`src/rtl/div_seq.sv`:
```
// Sequential radix-2 restoring divider, one quotient bit per clock.
// Define DIV_SEQ_SIGNED_EN for two's-complement operands (truncating).
module div_seq #(
    parameter int WIDTH = 32
) (
    input  logic             clk,
    input  logic             rst_n,
    input  logic             start,
    input  logic [WIDTH-1:0] a,
    input  logic [WIDTH-1:0] b,
    output logic [WIDTH-1:0] quo,
    output logic [WIDTH-1:0] rem,
    output logic             finish,
    output logic             busy,
    output logic             div_by_zero
);

    localparam int CW = $clog2(WIDTH);

    typedef enum logic [1:0] {
        IDLE,
        CALC,
        DONE
    } state_t;

    state_t           state;
    logic [WIDTH-1:0] dvd;
    logic [WIDTH-1:0] dvs;
    logic [WIDTH-1:0] p;
    logic [CW-1:0]    cnt;

    logic [WIDTH:0]   p_sh;
    logic [WIDTH:0]   diff;
    logic             q_bit;
    logic [WIDTH-1:0] p_nxt;
    logic [WIDTH-1:0] dvd_nxt;
    logic [WIDTH-1:0] a_mag;
    logic [WIDTH-1:0] b_mag;
    logic [WIDTH-1:0] q_fix;
    logic [WIDTH-1:0] r_fix;

    // P's top bit is kept in the wider shift so divisors above 2^(W-1) work
    always_comb begin
        p_sh    = {p, dvd[WIDTH-1]};
        diff    = p_sh - {1'b0, dvs};
        q_bit   = ~diff[WIDTH];
        p_nxt   = q_bit ? diff[WIDTH-1:0] : p_sh[WIDTH-1:0];
        dvd_nxt = {dvd[WIDTH-2:0], q_bit};
    end

`ifdef DIV_SEQ_SIGNED_EN
    logic neg_q;
    logic neg_r;

    always_comb begin
        a_mag = a[WIDTH-1] ? -a : a;
        b_mag = b[WIDTH-1] ? -b : b;
        q_fix = neg_q ? -dvd_nxt : dvd_nxt;
        r_fix = neg_r ? -p_nxt : p_nxt;
    end

    always_ff @(posedge clk) begin
        if (!rst_n) begin
            neg_q <= 1'b0;
            neg_r <= 1'b0;
        end else if (state == IDLE && start) begin
            neg_q <= a[WIDTH-1] ^ b[WIDTH-1];
            neg_r <= a[WIDTH-1];
        end
    end
`else
    assign a_mag = a;
    assign b_mag = b;
    assign q_fix = dvd_nxt;
    assign r_fix = p_nxt;
`endif

    always_ff @(posedge clk) begin
        if (!rst_n) begin
            state       <= IDLE;
            quo         <= '0;
            rem         <= '0;
            finish      <= 1'b0;
            busy        <= 1'b0;
            div_by_zero <= 1'b0;
            dvd         <= '0;
            dvs         <= '0;
            p           <= '0;
            cnt         <= '0;
        end else begin
            unique case (state)
                IDLE: begin
                    if (start) begin
                        busy <= 1'b1;
                        if (b == '0) begin
                            state       <= DONE;
                            finish      <= 1'b1;
                            quo         <= '1;
                            rem         <= a;
                            div_by_zero <= 1'b1;
                        end else begin
                            state <= CALC;
                            dvd   <= a_mag;
                            dvs   <= b_mag;
                            p     <= '0;
                            cnt   <= CW'(WIDTH - 1);
                        end
                    end
                end
                CALC: begin
                    dvd <= dvd_nxt;
                    p   <= p_nxt;
                    cnt <= cnt - CW'(1);
                    if (cnt == '0) begin
                        state       <= DONE;
                        finish      <= 1'b1;
                        quo         <= q_fix;
                        rem         <= r_fix;
                        div_by_zero <= 1'b0;
                    end
                end
                DONE: begin
                    state  <= IDLE;
                    finish <= 1'b0;
                    busy   <= 1'b0;
                end
                default: begin
                    state  <= IDLE;
                    finish <= 1'b0;
                    busy   <= 1'b0;
                end
            endcase
        end
    end

endmodule
```
`config.mk`:
```
export PLATFORM = sky130hd
export DESIGN_NAME = div_seq
export DESIGN_NICKNAME = d
export VERILOG_FILES = /design/src/rtl/div_seq.sv
export SDC_FILE = /design/constraint.sdc
export NUM_CORES = 1
export LEC_CHECK = 0
export ABC_AREA = 1
export CORE_AREA = 10 10 163 165
export DETAILED_ROUTE_END_ITERATION = 6
export DIE_AREA = 0 0 173 175
export DONT_BUFFER_PORTS = 1
export GPL_TIMING_DRIVEN = 0
export PLACE_DENSITY = 0.71
export SYNTH_ARGS = -nofsm -noshare
export SYNTH_HDL_FRONTEND = slang
export SYNTH_SLANG_ARGS = --single-unit
```
`constraint.sdc`:
```
create_clock -name clk -period 2 [get_ports clk]
set_input_delay 0.4 -clock clk [delete_from_list [all_inputs] [get_ports clk]]
set_output_delay 0.4 -clock clk [all_outputs]
set_load 0.02 [all_outputs]
```
==> Word level (Yosys, flattened, before mapping) <==
Cells that the tools add are included.
{ "totals": {"ff_bits": 170, "word_cells": 60} }
{ "op_classes": {"muxes": 30, "eq_ne": 5, "n_reduce_logical": 10, "add_sub_neg": 2, "bitwise": 3} }
{ "op_table": {"columns": ["operator", "count"], "rows": [
  ["2-to-1 mux 32 bit", 11],
  ["case mux 32 bit (2 select lines)", 4],
  ["subtractor 33 x 32 -> 33 bit", 1],
  ["logical NOT 32 bit", 1],
  ["2-to-1 mux 5 bit", 2],
  ["case mux 5 bit (2 select lines)", 1],
  ["AND reduction 3 bit", 3],
  ["!= test 2 bit (second input constant)", 4],
  ["2-to-1 mux 2 bit", 3],
  ["case mux 1 bit (2 select lines)", 3],
  ["logical NOT 5 bit", 1],
  ["2-to-1 mux 1 bit", 5],
  ["subtractor 5 x 1 -> 5 bit (second input constant)", 1],
  ["case mux 2 bit (2 select lines)", 1],
  ["AND reduction 2 bit", 2],
  ["AND reduction 4 bit", 1],
  ["inverter 1 bit", 3],
  ["equality test 2 x 1 -> 1 bit (second input constant)", 1],
  ["logical NOT 2 bit", 1],
  ["nonzero test 2 bit", 1]
]} }

==> Longest topological paths before layout <==
{ "logic_depth": {"word_depth": 4, "ltp_mapped": 19} }

==> Worst setup path before layout <==
OpenSTA, ideal clock, no wires.
{ "synth_path": {"path_type": "reg-to-reg", "from": "reg dvd[31]", "to": "reg rem[19]", "n_path_buf": 1, "path_slack_ns": -0.149, "setup_time_ns": 0.109, "t_arrival_ns": 2.041, "required_time_ns": 1.891, "stages_incl_launch_ff": 19, "period_less_slack_ns": 2.149, "path_cell_list": "dfxtp_1 > inv_1 > ha_1 > fa_1 > inv_1 > nand2_1 > nand2_1 > nand3_1 > nand2_2 > nand2_1 > nand2_2 > nand2_2 > nand3_1 > nand2_4 > buf_8 > nand3_1 > nand3_1 > nand2_1 > inv_1"} }
{ "synth_via": {"elab_chain_cells": 4} }
{ "synth_lines": {"columns": ["element", "line_no", "text"], "rows": [
  ["start, declared", "27", "logic [WIDTH-1:0] dvd;"],
  ["start signal, assigned", "103", "dvd <= a_mag;"],
  ["start signal, assigned", "111", "dvd <= dvd_nxt;"],
  ["subtractor 33 x 32 -> 33 bit", "45", "diff = p_sh - {1'b0, dvs};"],
  ["2-to-1 mux 32 bit", "47", "p_nxt = q_bit ? diff[WIDTH-1:0] : p_sh[WIDTH-1:0];"],
  ["2-to-1 mux 32 bit", "114", "if (cnt == '0) begin"],
  ["case mux 32 bit (2 select lines)", "91", "unique case (state)"],
  ["end signal, assigned", "118", "rem <= r_fix;"],
  ["end, declared", "12", "output logic [WIDTH-1:0] rem,"]
]} }
No other way between the ends. The select of a mux whose other input is x is not followed.
A chain may end at the register's enable or synchronous reset.

==> Worst setup path after layout <==
{ "layout_path": {"from": "reg p[22]", "to": "reg rem[19]"} }
{ "layout_via": {"elab_chain_cells": 4} }
{ "layout_lines": {"columns": ["element", "line_no", "text"], "rows": [
  ["start, declared", "29", "logic [WIDTH-1:0] p;"],
  ["start signal, assigned", "112", "p <= p_nxt;"],
  ["subtractor 33 x 32 -> 33 bit", "45", null],
  ["2-to-1 mux 32 bit", "47", null],
  ["2-to-1 mux 32 bit", "114", null],
  ["case mux 32 bit (2 select lines)", "91", null]
]} }
No other way between the ends. The select of a mux whose other input is x is not followed.

==> metrics <==
met2 routed WL about 16000 um; initial antenna violation count 0; top cells by area, synth dfxtp_1, nand2_1, inv_1; DR WL met3 2920 um; CTS tree built; pre-CTS setup slack -0.487 ns; post-DP HPWL between 20000 and 30000 um; DR vias roughly 10000; WP data required ~2.4 ns; final instance area approximately 13000 um^2; most frequent CP cell nand2_1; DRC viols 0; count of input and output buffers 0; Distinct cells, synth 43; Avg Inst Size Synth 6.26 um^2; Synth top area share 32.9%; largest net degree at the start of global routing 20; Worst EP arrival between 2 and 3 ns; Die Footprint just over 30000 um^2; clk buf depth 2; crit share post-route 118%; dpl cell area roughly 11000 um^2; RSZ-0062 raised after global routing true; Synth Area in XOR/XNOR about 1.4%; Top FF cell, synth dfxtp_1; Final Slew Violations 0; final WL between 30000 and 40000 um; routability cong. 0.949; CP max FO 6; Synth Register Bits between 150 and 200; Least-Margin Pin Slew approximately 0.85 ns; mapped cell area 10300 um^2; slowest stage cell, crit path dfxtp_1; Async SR Flop Fraction 0%; main combinational cell family by area after synthesis simple AND/OR/NAND/NOR gates; Hold Buf Count CTS 0; filler cell count ~2300; GRT Total Usage between 20% and 30%; f_max 0.423 GHz; global-route congestion overflow total 0; IO Count between 100 and 150; Final #Nets between 1500 and 2000; # diodes 0; Root Driver clkbuf_16; ANT nets after route 0; worst skew pair latency 0.45 ns; Avg WL per Cell about 17 um; Worst-path clk slew 0.08 ns; post-synthesis net count around 1800; Worst Setup Start Kind register; Synth area leader dfxtp_1; DRT met1 WL roughly 14000 um; crit end category register; Power per Cell Area between 1000 and 1500 nW/um^2; mux cell area share after synthesis 0%; core area about 23000 um^2; final hold violations 0; Synth Area in Simple Gates between 30% and 40%; most frequent cell after synthesis nand2_1; row count 56; Max-slew headroom a little over two fifths; Hold WS around 0.14 ns; Via density roughly 5.2; synth cell count leaders nand2_1, inv_1, nor2_1; Clock Skews 0.0100 ns; status finished, violations left; sequential share of the synthesized area between 30% and 40%; Die W ~170 um; CTS H-Tree Depth 4; DR iter-0 viols 740; maxcap violations 0; Starting Density 44.5%; Setup CP Type register to register; Peak VDD IR roughly 0.6 mV; Area Overhead vs Synth 22.2%; TritonCTS Buffers 17; HP Class input pin to register; Pleak about 6.4 nW; layout cell share with drive strength beyond 1 between 10% and 20%; critical-path cell list ha_4, nand2_1, nand2_1, inv_1, nand2_1, inv_1, nand2_1, a21oi_4, nand2_4, nand2_4, nand2_4, buf_12, clkbuf_16, nand3_4, nand3_2, nand2_1, inv_1; Top Layer Used met4; vias in the first global route 9858; max incr delay on CP 0.49 ns; Synth Area in Compound Gates a little over a tenth; Period minus WS final approximately 2.4 ns; failing checks negative setup slack; clk sinks 170; Post-synth EDFFs 0; warnings from Yosys 0; global-route wire length before repair 52600 um; Setup Viol. Count Final 66; DR pass1 iterations 6; cell count after synthesis 1653; min setup slack post-route -0.366 ns; Post-Synth Adder-Cell Area under 10%; die height about 180 um
==> placed cells by master (no fill, tap or decap), drive strengths merged, types with 3 or more instances in the layout <==
cell type	count
a211oi	8
a21oi	82
and2	6
buf	52
clkbuf	53
clkinv	6
dfxtp	170
ha	34
inv	324
nand2	411
nand3	190
nand4	8
nor2	194
nor3	13
nor4	3
o211ai	3
o21ai	118
xor2	15
==> kinds of logic (layout without fill, tap and decap cells) <==
family / count (synthesis) / count (layout)
and+or+nand+nor: 826 / 826
DFF: 170 / 170
AOI/OAI and AO/OA: 217 / 217
xor gates and xnor gates: 17 / 17
buffers and inverters: 388 / 439
adders and majority gates: 35 / 35
==> final timing paths <==
path	start	cells after the start	slack, ns	end
max	p[22]	17	-0.37	rem[19]
min	start	2	0.14	state[0]
max reg2reg	p[22]	17	-0.37	rem[19]
min reg2reg	dvs[5]	2	0.47	dvs[5]
==> stage by stage <==
stage	TNS [ns]	cells	util, %	power [W]
after detailed placement	-63.72	1972	46.7	0.0101
after floorplan	-2.61	1653	-	0.00864
after global placement	-55.50	1972	46.7	0.0100
after global routing	-29.07	2023	54.3	0.0158
final	-21.56	2023	54.3	0.0149
after CTS	-20.99	2013	51.0	0.0140
==> final cells by class <==
cell class / count / area, um^2 / area share (%)
Buffer: 71 / 520 / 4.12
Clock buffer: 18 / 439 / 3.47
Clock inverter: 14 / 174 / 1.38
Inverter: 317 / 1190 / 9.45
Multi-Input combinational cell: 1095 / 6290 / 49.7
Sequential cell: 170 / 3410 / 27.0
Tap cell: 319 / 399 / 3.16
Timing Repair Buffer: 19 / 210 / 1.66
==> metal layers <==
layer | GRT usage (%) | vias to the layer above
li1 | - | 5215
met1 | 25.6 | 4831
met2 | 36.4 | 353
met3 | 5.95 | 79
met4 | 9.41 | 0
met5 | 0 | -
==> critical path, delay by kind of cell (launching register included) <==
| family | cells | cell delay (ns) |
|---|---|---|
| compound gates | 1 | 0.26 |
| fa+ha+maj | 1 | 0.27 |
| buf+inv | 5 | 0.47 |
| flops | 1 | 0.49 |
| simple gates | 10 | 0.76 |
==> flip-flops by register name, indices dropped and copies added, names as in the netlist <==
signal,count
p,32
cnt,5
busy,1
finish,1
dvs,32
rem,32
div_by_zero,1
dvd,32
state,2
quo,32
==> report_power, final <==
part           leakage, nW  internal (W)  switching, W
combinational         4.67       0.00238       0.00446
clock                0.297       0.00173       0.00171
sequential            1.40       0.00395      0.000657
==> repair_timing <==
item                                    CTS  global route
endpoints found under the setup margin  118           154
endpoints found under the hold margin     0             0
setup buffers                             8             8
pin swaps                                 6            27
resized for setup                        57           134
gates cloned                              1             2
No activity file was read; power rests on OpenSTA's default activity.
